==> src/rtl/vga_scan_driver.sv <==
`timescale 1ns/1ps
// VGA raster timing generator and pin driver: 25 MHz pixel tick from 50 MHz Clk, DrawX/DrawY, syncs, blanking.
// Define VGA_OUT_REG_EN for registered pins (one-pixel latency); otherwise the pins are combinational.
module vga_scan_driver #(
    parameter int H_VISIBLE = 640,
    parameter int H_FRONT   = 16,
    parameter int H_SYNC    = 96,
    parameter int H_BACK    = 48,
    parameter int V_VISIBLE = 480,
    parameter int V_FRONT   = 10,
    parameter int V_SYNC    = 2,
    parameter int V_BACK    = 33
) (
    input  logic       Clk,
    input  logic       Reset,
    output logic       pixel_ce,
    output logic [9:0] DrawX,
    output logic [9:0] DrawY,
    input  logic [7:0] Red,
    input  logic [7:0] Green,
    input  logic [7:0] Blue,
    output logic [7:0] VGA_R,
    output logic [7:0] VGA_G,
    output logic [7:0] VGA_B,
    output logic       VGA_HS,
    output logic       VGA_VS,
    output logic       VGA_BLANK_N,
    output logic       VGA_SYNC_N,
    output logic       frame_start
);
    localparam int H_TOTAL = H_VISIBLE + H_FRONT + H_SYNC + H_BACK;
    localparam int V_TOTAL = V_VISIBLE + V_FRONT + V_SYNC + V_BACK;

    localparam logic [9:0] H_LAST     = 10'(H_TOTAL - 1);
    localparam logic [9:0] V_LAST     = 10'(V_TOTAL - 1);
    localparam logic [9:0] H_ACT_END  = 10'(H_VISIBLE);
    localparam logic [9:0] V_ACT_END  = 10'(V_VISIBLE);
    localparam logic [9:0] HS_START   = 10'(H_VISIBLE + H_FRONT);
    localparam logic [9:0] HS_END     = 10'(H_VISIBLE + H_FRONT + H_SYNC);
    localparam logic [9:0] VS_START   = 10'(V_VISIBLE + V_FRONT);
    localparam logic [9:0] VS_END     = 10'(V_VISIBLE + V_FRONT + V_SYNC);

    logic        r_phase;
    logic        r_frameStart;
    logic [9:0]  r_hc;
    logic [9:0]  r_vc;

    logic        w_lineEnd;
    logic        w_frameEnd;
    logic        w_active;
    logic        w_hsN;
    logic        w_vsN;
    logic [23:0] w_colour;

    always_comb begin
        w_lineEnd  = (r_hc == H_LAST);
        w_frameEnd = w_lineEnd && (r_vc == V_LAST);
        w_active   = (r_hc < H_ACT_END) && (r_vc < V_ACT_END);
        w_hsN      = !((r_hc >= HS_START) && (r_hc < HS_END));
        w_vsN      = !((r_vc >= VS_START) && (r_vc < VS_END));
        w_colour   = w_active ? {Red, Green, Blue} : 24'd0;
    end

    // Counters advance only on the pixel tick; frame_start is raised by the same edge that wraps them.
    always_ff @(posedge Clk) begin
        if (Reset) begin
            r_phase      <= 1'b0;
            r_hc         <= 10'd0;
            r_vc         <= 10'd0;
            r_frameStart <= 1'b0;
        end else begin
            r_phase      <= ~r_phase;
            r_frameStart <= r_phase && w_frameEnd;
            if (r_phase) begin
                if (w_lineEnd) begin
                    r_hc <= 10'd0;
                    r_vc <= (r_vc == V_LAST) ? 10'd0 : r_vc + 10'd1;
                end else begin
                    r_hc <= r_hc + 10'd1;
                end
            end
        end
    end

    assign pixel_ce    = r_phase;
    assign DrawX       = r_hc;
    assign DrawY       = r_vc;
    assign frame_start = r_frameStart;
    assign VGA_SYNC_N  = 1'b0;

`ifdef VGA_OUT_REG_EN
    logic [23:0] r_colour;
    logic        r_hsN;
    logic        r_vsN;
    logic        r_blankN;

    // Pins sample the pre-increment position so colour, sync and blank all lag DrawX by one pixel.
    always_ff @(posedge Clk) begin
        if (Reset) begin
            r_colour <= 24'd0;
            r_hsN    <= 1'b1;
            r_vsN    <= 1'b1;
            r_blankN <= 1'b0;
        end else if (r_phase) begin
            r_colour <= w_colour;
            r_hsN    <= w_hsN;
            r_vsN    <= w_vsN;
            r_blankN <= w_active;
        end
    end

    assign {VGA_R, VGA_G, VGA_B} = r_colour;
    assign VGA_HS                = r_hsN;
    assign VGA_VS                = r_vsN;
    assign VGA_BLANK_N           = r_blankN;
`else
    // Reset gating keeps the pins at their idle values even in the cycle Reset is first seen.
    assign {VGA_R, VGA_G, VGA_B} = Reset ? 24'd0 : w_colour;
    assign VGA_HS                = Reset | w_hsN;
    assign VGA_VS                = Reset | w_vsN;
    assign VGA_BLANK_N           = ~Reset & w_active;
`endif

endmodule

==> config.mk <==
export PLATFORM = sky130hd
export DESIGN_NAME = vga_scan_driver
export DESIGN_NICKNAME = d
export VERILOG_FILES = /design/src/rtl/vga_scan_driver.sv
export SDC_FILE = /design/constraint.sdc
export NUM_CORES = 1
export LEC_CHECK = 0
export ABC_AREA = 1
export BUFFER_PORTS_ARGS = -buffer_cell sky130_fd_sc_hd__buf_2
export CAP_MARGIN = 20
export CORE_MARGIN = 5
export CORE_UTILIZATION = 47
export CTS_BUF_LIST = sky130_fd_sc_hd__clkbuf_4 sky130_fd_sc_hd__clkbuf_8
export DETAILED_ROUTE_END_ITERATION = 7
export PLACE_DENSITY = 0.83
export SLEW_MARGIN = 20
export SYNTH_ARGS = -nofsm -noshare
export SYNTH_HDL_FRONTEND = slang
export SYNTH_SLANG_ARGS = --single-unit
==> constraint.sdc <==
create_clock -name Clk -period 1.8 [get_ports Clk]
set_input_delay 0 -clock Clk [delete_from_list [all_inputs] [get_ports Clk]]
set_output_delay 0 -clock Clk [all_outputs]
set_load 0.03 [all_outputs]
==> impl.org <==
** Pwr
- IR analysis of the VDD net gives a maximum drop of 0.000362 V.
- Design Power :: 0.972 mW
- Power spread over the standard cell area amounts to 492 mW/mm^2.
- Static leakage :: 1.07 nW

** Die
- The initialized floorplan defines 20 standard-cell rows.
- 76 I/O pins were placed.
- Once the floorplan was initialized, standard cells occupied 48.5% of the core.
- Area enclosed by the die boundary :: 0.00434 mm^2
- Die Width :: 65.9 um
- DIE HEIGHT :: 65.9 um
- Floorplan Core Area :: 0.00303 mm^2

** Routing
- After the first detailed-routing iteration, the DRC count stood at 45.
- Dividing the detail-routed wire length by the instance count gives 11.5 um.
- DRC violations left :: 0
- Once detail routing completed, the nets flagged for antenna violations numbered 0.
- Dividing the detail-routed via count by the number of cells gives 4.69.
- The first TritonRoute pass finished after 4 iterations.
- Vias after detailed routing :: 1668
- WL final :: 4090 um

** Critical path
- The critical path is of the flip-flop to output port type.
- Startpoint type of the worst setup path :: flip-flop
- Arrival @ worst endpoint :: 1.70 ns
- Total buffers and inverters traversed by the critical path :: 3
- Of all nets on the critical path, the largest fanout is 6.
- Critical path capture point type :: output port
- Walking the worst path, the cells encountered are inv_1, nand2_1, a211oi_4, buf_6, nand2_2, nor2_1, buf_2.
- Critical-path cell with the highest stage delay :: sky130_fd_sc_hd__dfxtp_1
- Data required time of the critical path :: 1.80 ns
- Delay of the slowest cell on the worst path :: 0.35 ns
- Family with the most delay on the worst path :: buffers and inverters

** Synthesis
- Synthesis inferred 22 register bits.
- The cell area that synthesis handed to floorplanning was 0.00147 mm^2.
- The number of different library cells used by synthesis comes to 26.
- Of all flip-flops after synthesis, the portion carrying an async set or reset was 0%.
- Average cell area after synthesis :: 6.20 um^2
- The number of nets handed over by synthesis was 267.
- Number of enable flip-flop cells after synthesis :: 0
- Synthesis handed over a netlist of 237 instances.
- The Yosys step of the flow raised 0 warnings.
- Main synth FF type :: sky130_fd_sc_hd__dfxtp_1
- Portion of the post-synthesis area used by sequential elements :: 30.0%

** Timing
- Total setup violations reported at the end of the flow :: 0
- Minimum clock period :: 1.70 ns
- Setup TNS :: 0 ns
- The count of pins over their slew limit came to 0.
- Setup Skew :: 0.00263 ns
- Derived from the worst setup path, the maximum achievable clock frequency is 588 MHz.
- The final-report hold violation count was 0.
- In the finished design, the share of the clock period the worst path needs comes to 94.5%.

** Global route
- Leftover overflow at the end of global routing :: 0
- Initial antenna violation count :: 0
- The via count of the first global-routing pass came to 1433.
- Entering global routing, the biggest net connects 26 pins.
- Overall routing resource usage :: 18.0%
- Global-route wire length before repair :: 6240 um

** Clocking
- TritonCTS built the clock tree.
- In this run, CTS created clock tree buffers numbering 3.
- In this run the number of H-tree levels came out at 1.
- Hold buffer count at CTS :: 0
- Clk_lat worst skew :: 0.30 ns
- The clock passes through at most 2 buffers.
- The cell sitting at the root of the clock tree is a sky130_fd_sc_hd__clkbuf_4.
- Clock slew at reported path FFs :: 0.12 ns
- Number of sinks handled by clock tree synthesis :: 22

** Finish
- The filler cells instantiated in the layout total 294.
- Antenna diode instance count :: 0
- Layout Nets :: 343
- After the flow finishes, the layout carries non-filler instances totaling 356.
- Layout cells sized above 1 :: 32.7%
- Most common cell after layout, fill and taps aside :: sky130_fd_sc_hd__buf_2
- The top cell types in the final layout, fill and taps aside, are sky130_fd_sc_hd__buf_2 (61), sky130_fd_sc_hd__inv_1 (49), sky130_fd_sc_hd__nor2_1 (46).
- After routing the design area is 0.00198 mm^2.
- Combined flip-flop and latch cell area :: 449 um^2
- Compared with the post-synthesis result, the final layout area differs by 34.5%.
- Total area of multi-input combinational cells :: 817 um^2
- Util after Layout :: 65.2%

** Place
- Number of input and output port buffers inserted :: 74
- Placed Area :: 0.00183 mm^2
- The congestion estimate from routability-driven global placement came to 0.823.
- HPWL reported at the end of detailed placement :: 3060 um
- Once placement completed, the tool counted placed cells totaling 347.

** Outcome
- Run status :: completed

** Flow run
- Across the run, the number of max-cap violations was 0.

** Hold path
- The worst hold path belongs to the class input port to flip-flop.
## cell families after synthesis
logic type / synth area share, %
AOI/OAI and AO/OA: 8.09
other: 0.255
adders and majority gates: 3.41
xor gates and xnor gates: 4.17
buffers and inverters: 18.0
DFF: 30.0
and+or+nand+nor: 36.1
## path summary, 6_finish.rpt
| kind | start | to | slack [ns] | cells after the start |
|---|---|---|---|---|
| hold / removal | Reset | DrawX[4] | 0.04 | 2 |
| hold reg to reg | DrawY[8] | DrawY[8] | 0.51 | 2 |
| setup / recovery | DrawX[8] | VGA_R[2] | 0.1 | 7 |
| setup reg to reg | DrawX[0] | DrawY[2] | 0.22 | 7 |
## area by class of cell
| type | instances | area share, % |
|---|---|---|
| multi-input cells | 158 | 41.4 |
| flip-flops and latches | 22 | 22.7 |
| clock buffers | 4 | 1.84 |
| repair buffers | 76 | 21.3 |
| inverters | 52 | 9.94 |
| well taps | 44 | 2.79 |
## metal layers
layer	GRT usage [%]	routed length (um)	vias up	share of wire, %
met2	31.8	1930	55	47
met3	4.42	430	2	11
met1	20.8	1710	740	42
met5	0	0	-	0
met4	6.22	27	0	0.66
li1	-	-	871	-
## flip-flops by register name, indices dropped and copies added, names as in the netlist
signal and count:
pixel_ce 1, DrawY 10, frame_start 1, DrawX 10
## report_power, final
part,switching (mW),total [mW],internal (mW)
clock network,0.147,0.270,0.123
registers,0.00874,0.499,0.490
logic,0.135,0.203,0.0680
total,0.291,0.972,0.681
## worst reg2reg max path: stages (launching register included)
cell and delay [ns]:
sky130_fd_sc_hd__dfxtp_1 0.41, sky130_fd_sc_hd__ha_1 0.22, sky130_fd_sc_hd__inv_1 0.05, sky130_fd_sc_hd__nor2_1 0.18, sky130_fd_sc_hd__nand4_4 0.23, sky130_fd_sc_hd__clkinv_2 0.19
sky130_fd_sc_hd__nand3_1 0.08, sky130_fd_sc_hd__a21oi_1 0.15
## synth_stat cells (2+ instances only)
library cell,instances,area share [%]
sky130_fd_sc_hd__xor2_1,7,4.2
sky130_fd_sc_hd__nor2_1,49,13
sky130_fd_sc_hd__ha_1,4,3.4
sky130_fd_sc_hd__nand2_2,2,0.85
sky130_fd_sc_hd__nor3_1,2,0.68
sky130_fd_sc_hd__nand2_1,39,10
sky130_fd_sc_hd__nand4_1,6,2.6
sky130_fd_sc_hd__o21ai_0,7,2.4
sky130_fd_sc_hd__nor2_2,3,1.3
sky130_fd_sc_hd__buf_6,3,2.3
sky130_fd_sc_hd__a21oi_1,11,3.7
sky130_fd_sc_hd__nor3b_1,2,1.0
sky130_fd_sc_hd__dfxtp_1,22,30
sky130_fd_sc_hd__nand3_1,16,5.5
sky130_fd_sc_hd__inv_1,50,13
sky130_fd_sc_hd__buf_4,4,2.0
## metrics by stage
| stage | worst slack (ns) | hold WS, ns |
|---|---|---|
| after floorplan | 0.269 | 0.0761 |
| after CTS | 0.0511 | 0.0355 |
| final | 0.0987 | 0.0380 |
| after global routing | -0.0173 | 0.0399 |
| after detailed placement | 0.181 | 0.330 |
| after global placement | 0.283 | 0.326 |
## repair_timing
action | 4_1_cts | 5_1_grt
setup endpoints to repair | 2 | 28
cloned | 0 | 3
gates resized for setup | 1 | 36
buffers inserted | 0 | 2
pin swaps | 0 | 4
Note: power is estimated with default switching activity, not from simulation.
